--- src/rtl/wb_ram_arb_pkg.sv ---
// Shared encodings and helpers for the two-master Wishbone RAM port arbiter.
package wb_ram_arb_pkg;

    typedef enum logic [2:0] {
        StIdle   = 3'd0,
        StGrant0 = 3'd1,
        StGrant1 = 3'd2,
        StAbort0 = 3'd3,
        StAbort1 = 3'd4
    } arb_state_e;

    localparam bit ArbFixedPrio  = 1'b0;
    localparam bit ArbRoundRobin = 1'b1;

    // A disabled watchdog still gets a 1-bit width so declarations stay legal.
    function automatic int unsigned wdog_cnt_width(input int unsigned timeout);
        return (timeout == 0) ? 1 : $clog2(timeout + 1);
    endfunction

endpackage

--- src/rtl/wb_arb_select_2.sv ---
// Combinational next-grant selector for two requesters (round-robin or fixed priority).
module wb_arb_select_2 (
    input  logic [1:0] req_i,
    input  logic       last_grant_i,
    input  logic       rr_en_i,
    output logic       grant_valid_o,
    output logic       grant_idx_o
);

    always_comb begin
        grant_valid_o = |req_i;
        grant_idx_o   = 1'b0;
        case (req_i)
            2'b10:   grant_idx_o = 1'b1;
            // Tie: alternate away from the last grantee, or favour master 0.
            2'b11:   grant_idx_o = rr_en_i ? ~last_grant_i : 1'b0;
            default: grant_idx_o = 1'b0;
        endcase
    end

endmodule

--- src/rtl/wb_ram_port_arbiter.sv ---
// Two-master to one-slave Wishbone arbiter for a shared RAM port.
// Grant is held for the whole CYC; an optional watchdog aborts stalled strobes with ERR.
module wb_ram_port_arbiter
    import wb_ram_arb_pkg::*;
#(
    parameter int unsigned DATA_WIDTH           = 32,
    parameter int unsigned ADDR_WIDTH           = 16,
    parameter int unsigned SELECT_WIDTH         = DATA_WIDTH / 8,
    parameter bit          ARB_TYPE_ROUND_ROBIN = 1'b1,
    parameter int unsigned TIMEOUT              = 0
) (
    input  logic                    clk,
    input  logic                    rst,

    input  logic [ADDR_WIDTH-1:0]   wbm0_adr_i,
    input  logic [DATA_WIDTH-1:0]   wbm0_dat_i,
    output logic [DATA_WIDTH-1:0]   wbm0_dat_o,
    input  logic                    wbm0_we_i,
    input  logic [SELECT_WIDTH-1:0] wbm0_sel_i,
    input  logic                    wbm0_stb_i,
    input  logic                    wbm0_cyc_i,
    output logic                    wbm0_ack_o,
    output logic                    wbm0_err_o,

    input  logic [ADDR_WIDTH-1:0]   wbm1_adr_i,
    input  logic [DATA_WIDTH-1:0]   wbm1_dat_i,
    output logic [DATA_WIDTH-1:0]   wbm1_dat_o,
    input  logic                    wbm1_we_i,
    input  logic [SELECT_WIDTH-1:0] wbm1_sel_i,
    input  logic                    wbm1_stb_i,
    input  logic                    wbm1_cyc_i,
    output logic                    wbm1_ack_o,
    output logic                    wbm1_err_o,

    output logic [ADDR_WIDTH-1:0]   wbs_adr_o,
    output logic [DATA_WIDTH-1:0]   wbs_dat_o,
    input  logic [DATA_WIDTH-1:0]   wbs_dat_i,
    output logic                    wbs_we_o,
    output logic [SELECT_WIDTH-1:0] wbs_sel_o,
    output logic                    wbs_stb_o,
    output logic                    wbs_cyc_o,
    input  logic                    wbs_ack_i,
    input  logic                    wbs_err_i
);

    arb_state_e state_q, state_d;
    logic       last_grant_q, last_grant_d;
    logic       sel_valid, sel_idx;
    logic       arb_en;
    logic       timeout_hit;

    wb_arb_select_2 u_select (
        .req_i         ({wbm1_cyc_i, wbm0_cyc_i}),
        .last_grant_i  (last_grant_q),
        .rr_en_i       (ARB_TYPE_ROUND_ROBIN == ArbRoundRobin),
        .grant_valid_o (sel_valid),
        .grant_idx_o   (sel_idx)
    );

    always_comb begin
        state_d      = state_q;
        last_grant_d = last_grant_q;
        arb_en       = 1'b0;
        unique case (state_q)
            StIdle:   arb_en = 1'b1;
            StGrant0: begin
                if (!wbm0_cyc_i)      arb_en  = 1'b1;
                else if (timeout_hit) state_d = StAbort0;
            end
            StGrant1: begin
                if (!wbm1_cyc_i)      arb_en  = 1'b1;
                else if (timeout_hit) state_d = StAbort1;
            end
            StAbort0: begin
                if (!wbm0_cyc_i) arb_en  = 1'b1;
                else             state_d = StGrant0;
            end
            StAbort1: begin
                if (!wbm1_cyc_i) arb_en  = 1'b1;
                else             state_d = StGrant1;
            end
            default:  state_d = StIdle;
        endcase
        // Handover goes straight to the next grantee, no idle bubble.
        if (arb_en) begin
            if (sel_valid) begin
                state_d      = sel_idx ? StGrant1 : StGrant0;
                last_grant_d = sel_idx;
            end else begin
                state_d = StIdle;
            end
        end
    end

    always_ff @(posedge clk) begin
        if (rst) begin
            state_q      <= StIdle;
            last_grant_q <= 1'b1;
        end else begin
            state_q      <= state_d;
            last_grant_q <= last_grant_d;
        end
    end

    always_comb begin
        wbs_adr_o  = wbm0_adr_i;
        wbs_dat_o  = wbm0_dat_i;
        wbs_we_o   = wbm0_we_i;
        wbs_sel_o  = wbm0_sel_i;
        wbs_cyc_o  = 1'b0;
        wbs_stb_o  = 1'b0;
        wbm0_ack_o = 1'b0;
        wbm0_err_o = 1'b0;
        wbm1_ack_o = 1'b0;
        wbm1_err_o = 1'b0;
        unique case (state_q)
            StGrant0: begin
                wbs_cyc_o  = wbm0_cyc_i;
                wbs_stb_o  = wbm0_stb_i;
                wbm0_ack_o = wbs_ack_i;
                wbm0_err_o = wbs_err_i;
            end
            StGrant1: begin
                wbs_adr_o  = wbm1_adr_i;
                wbs_dat_o  = wbm1_dat_i;
                wbs_we_o   = wbm1_we_i;
                wbs_sel_o  = wbm1_sel_i;
                wbs_cyc_o  = wbm1_cyc_i;
                wbs_stb_o  = wbm1_stb_i;
                wbm1_ack_o = wbs_ack_i;
                wbm1_err_o = wbs_err_i;
            end
            StAbort0: wbm0_err_o = 1'b1;
            StAbort1: wbm1_err_o = 1'b1;
            default:  ;
        endcase
    end

    assign wbm0_dat_o = wbs_dat_i;
    assign wbm1_dat_o = wbs_dat_i;

    if (TIMEOUT > 0) begin : g_wdog
        localparam int unsigned    CntW     = wdog_cnt_width(TIMEOUT);
        localparam logic [CntW-1:0] CntLimit = CntW'(TIMEOUT - 1);

        logic [CntW-1:0] cnt_q, cnt_d;
        logic            stall;

        // A same-cycle ACK/ERR clears the stall, so it always beats the abort.
        assign stall = wbs_cyc_o & wbs_stb_o & ~wbs_ack_i & ~wbs_err_i;

        always_comb begin
            cnt_d = '0;
            if (stall) cnt_d = (&cnt_q) ? cnt_q : cnt_q + 1'b1;
        end

        always_ff @(posedge clk) begin
            if (rst) cnt_q <= '0;
            else     cnt_q <= cnt_d;
        end

        assign timeout_hit = stall & (cnt_q >= CntLimit);
    end else begin : g_no_wdog
        assign timeout_hit = 1'b0;
    end

endmodule
--- config.mk ---
export PLATFORM = sky130hd
export DESIGN_NAME = wb_ram_port_arbiter
export DESIGN_NICKNAME = d
export VERILOG_FILES = /design/src/rtl/wb_ram_arb_pkg.sv /design/src/rtl/wb_arb_select_2.sv /design/src/rtl/wb_ram_port_arbiter.sv
export SDC_FILE = /design/constraint.sdc
export NUM_CORES = 1
export LEC_CHECK = 0
export ABC_AREA = 1
export ABC_CLOCK_PERIOD_IN_PS = 1700
export CAP_MARGIN = 20
export CORE_AREA = 2 2 106 108
export DETAILED_ROUTE_END_ITERATION = 8
export DIE_AREA = 0 0 108 110
export PLACE_DENSITY = 0.55
export SLEW_MARGIN = 20
export SYNTH_ARGS = -nofsm -noshare
export SYNTH_HDL_FRONTEND = slang
export SYNTH_SLANG_ARGS = --single-unit
--- constraint.sdc ---
create_clock -name clk -period 1.7 [get_ports clk]
set_input_delay 0.17 -clock clk [delete_from_list [all_inputs] [get_ports clk]]
set_output_delay 0.17 -clock clk [all_outputs]
set_load 0.05 [all_outputs]
==> results.tsv, run 1 <==
stage	metric	value	unit
status	status	finished clean	
sta	RSZ-0062 raised after global routing	false	
clock_network	Root Buffer	clkbuf_8	
sta	Final WS setup	0.106	ns
power_and_ir_drop	maximum vdd drop	308	µV
grt	vias in the first global route	1888	
worst_setup_path	Data arrival, critical path	1.42	ns
power_and_ir_drop	pwr/cell area	675	mW/mm²
grt	met1 Use GR	10.4	%
logic_synthesis	largest family of logic cells by synthesized area	simple AND/OR/NAND/NOR gates	
sta	Final min period	1.59	ns
detailed_routing	first-pass iteration count of the detailed router	4	
grt	first-pass GRT wire length	9270	µm
final_layout	most frequent cells in the layout	nand2_1, clkdlybuf4s50_1, buf_12	
grt	GRT overflow	0	
grt	antenna violations before repair	0	
logic_synthesis	mux cell area share after synthesis	0	%
grt	total track usage	9.71	%
placed_design	GP Congestion	0.753	
final_layout	commonest non-fill, non-tap cell in the layout	nand2_1	
clock_network	post-CTS setup buffers	0	
die	Core Footprint	0.0107	mm²
sta	Slew Viols, Final	0	
die	I/O Pins	269	
die	die span in y	110	µm
sta	final period utilization	93.8	%
final_layout	nets@finish	541	
sta	Worst-Margin Slew	0.197	ns
clock_network	Clock Sinks	3	
sta	fmax	627	MHz
logic_synthesis	Synth Area in Compound Gates	4.13	%
worst_setup_path	CP top delay family	buffers and inverters	
clock_network	CTS tree	yes	
clock_network	Reg clk slew, reported paths	0.03	ns
clock_network	CTS Buffer Depth	2	
worst_setup_path	Crit path buffers/inverters	4	
worst_setup_path	Crit Path Class	reg -> out	
detailed_routing	post-DR wirelength/cell	12.5	µm
job	max-cap violations	0	
die	Initial Util	13.6	%
worst_setup_path	worst-path cell chain	inv_2 > ha_4 > inv_6 > buf_12 > nand2_1 > nand2_1 > buf_12	
logic_synthesis	Synth Net Count	433	
logic_synthesis	Post-Synth Simple-Gate Area	46.9	%
logic_synthesis	Netlist Area Pre-Place	0.00145	mm²
worst_setup_path	crit path launch type	flop	
clock_network	# hold bufs at CTS	0	
die	# rows	38	
detailed_routing	Antenna Nets Post-Route	0	
final_layout	design area	0.00361	mm²
worst_setup_path	crit-path max cell delay	0.35	ns
clock_network	CTS buffer count	3	
clock_network	H-tree levels	1	
worst_setup_path	critical path fanouts, max	15	
placed_design	Cell Area, Placed	0.00346	mm²
placed_design	placed insts	523	
worst_setup_path	critical path's slowest cell	dfxtp_2	
power_and_ir_drop	Lkg Pwr	1.71	nW
sta	Setup Viol. Count Final	0	
final_layout	non-filler instance count after layout	530	
detailed_routing	WL final	6620	µm
detailed_routing	Avg Vias per Cell	3.67	
logic_synthesis	#FFs+latches synth	3	
grt	Top Usage Layer GRT	met2	
sta	Hold Violations, Final	0	
hold_path	worst hold path type	in -> out	
grt	met3 Track Usage GR	3.06	%
final_layout	P&R area growth vs syn	148	%
placed_design	Port Buf Inserts	172	
worst_setup_path	CP Data Required Time	1.53	ns
clock_network	Clk Latency, worst-skew pair	0.21	ns
die	die width	108	µm
sta	relative slew slack	86.9	%
die	Die Area	0.0119	mm²
logic_synthesis	register area share after synthesis	4.13	%
worst_setup_path	crit end category	output pin	
logic_synthesis	Synth Area in XOR/XNOR	0	%
final_layout	fraction of layout cells with a size suffix above 1	20.3	%
final_layout	final core utilization	33.7	%
grt	M2 GR Usage	17.7	%
logic_synthesis	Synth Area per Inst	5.13	µm²
sta	final setup TNS	0	ns
sta	clk_skew	0.000157	ns
final_layout	Diodes inserted	0	
logic_synthesis	Distinct cells, synth	15	
logic_synthesis	Post-Syn Instances	283	
grt	largest net degree at the start of global routing	32	
logic_synthesis	Synth Area in Adders	3.45	%
logic_synthesis	Ys Warns	0	
detailed_routing	DR vias	1947	
placed_design	Detail Placement HPWL	5190	µm
placed_design	post-place setup slack	0.185	ns
detailed_routing	Iter 0 DRT Violations	57	
detailed_routing	DRC Markers	0	
-- area by class of cell --
cell class,instances,area (µm²)
Multi-Input combinational cell,193,813
Tap cell,140,175
Fill cell,1122,7090
Clock buffer,4,45.0
Inverter,11,46.3
Timing Repair Buffer,179,2460
Sequential cell,3,61.3
-- cells in the mapped netlist --
cell     number  area, µm²
a21oi_1       6       30.0
a21oi_4       1       16.3
buf_2         7       35.0
buf_4        67        503
buf_6         2       22.5
dfxtp_1       3       60.1
ha_1          4       50.1
inv_1        10       37.5
inv_2         1       3.75
nand2_1     175        657
nand2_2       1       6.26
nand3_1       2       10.0
nor2_1        2       7.51
o21ai_0       1       5.00
o21ai_2       1       8.76
-- flip-flops by register name (all words and copies together), names as in the netlist --
name and count:
state_q 2, last_grant_q 1
-- through the flow --
stage                     power [W]  hold slack (ns)
final                       0.00244            0.340
after global routing        0.00256            0.340
after CTS                   0.00242            0.341
after detailed placement    0.00217            0.341
after global placement      0.00216            0.341
after floorplan             0.00144            0.239
-- timing repair --
action | 4_1_cts | 5_1_grt
pin swaps | 0 | 1
gates cloned | 1 | 2
gates resized for setup | 5 | 4
endpoints found under the setup margin | 27 | 29
-- final timing paths --
path            startpoint        endpoint  slack, ns  cells after the start
min          wbs_dat_i[12]  wbm1_dat_o[12]       0.34                      0
max             state_q[0]   wbs_dat_o[25]       0.11                      7
min reg2reg   last_grant_q    last_grant_q       0.46                      2
max reg2reg     state_q[1]    last_grant_q       0.31                      6
-- logic make-up (layout without fill, tap and decap cells) --
kind of cell,Yosys count,after routing
DFF,3,3
AOI/OAI and AO/OA,9,9
buffers and inverters,87,194
and+or+nand+nor,180,180
adders and majority gates,4,4
-- metal layers --
layer	routed length, µm	part of all wire (%)
met5	0	0
met4	220	3.3
met3	564	8.5
met2	3490	53
met1	2350	35
-- worst reg2reg max path: cells and delay by family (launching register included) --
family	cells	cell delay (ns)
flip-flops	1	0.39
AO/OA/AOI/OAI	2	0.36
buffers and inverters	1	0.11
adder cells (fa/ha/maj)	1	0.26
AND/OR/NAND/NOR	2	0.16
-- report_power, final --
part           internal, W  switching [W]  total [W]
sequential       0.0000834      0.0000121  0.0000956
clock             0.000160      0.0000452   0.000205
combinational      0.00104        0.00109    0.00213
No activity file was read; power rests on OpenSTA's default activity.
==> run 2, diff against run 1 <==
--- a/config.mk
+++ b/config.mk
@@ -12,7 +12,6 @@
 export DETAILED_ROUTE_END_ITERATION = 8
 export DIE_AREA = 0 0 108 110
 export PLACE_DENSITY = 0.55
-export SLEW_MARGIN = 20
 export SYNTH_ARGS = -nofsm -noshare
 export SYNTH_HDL_FRONTEND = slang
 export SYNTH_SLANG_ARGS = --single-unit
==> results of run 2 <==
The final DEF is identical to that of run 1; final timing and power are the same.
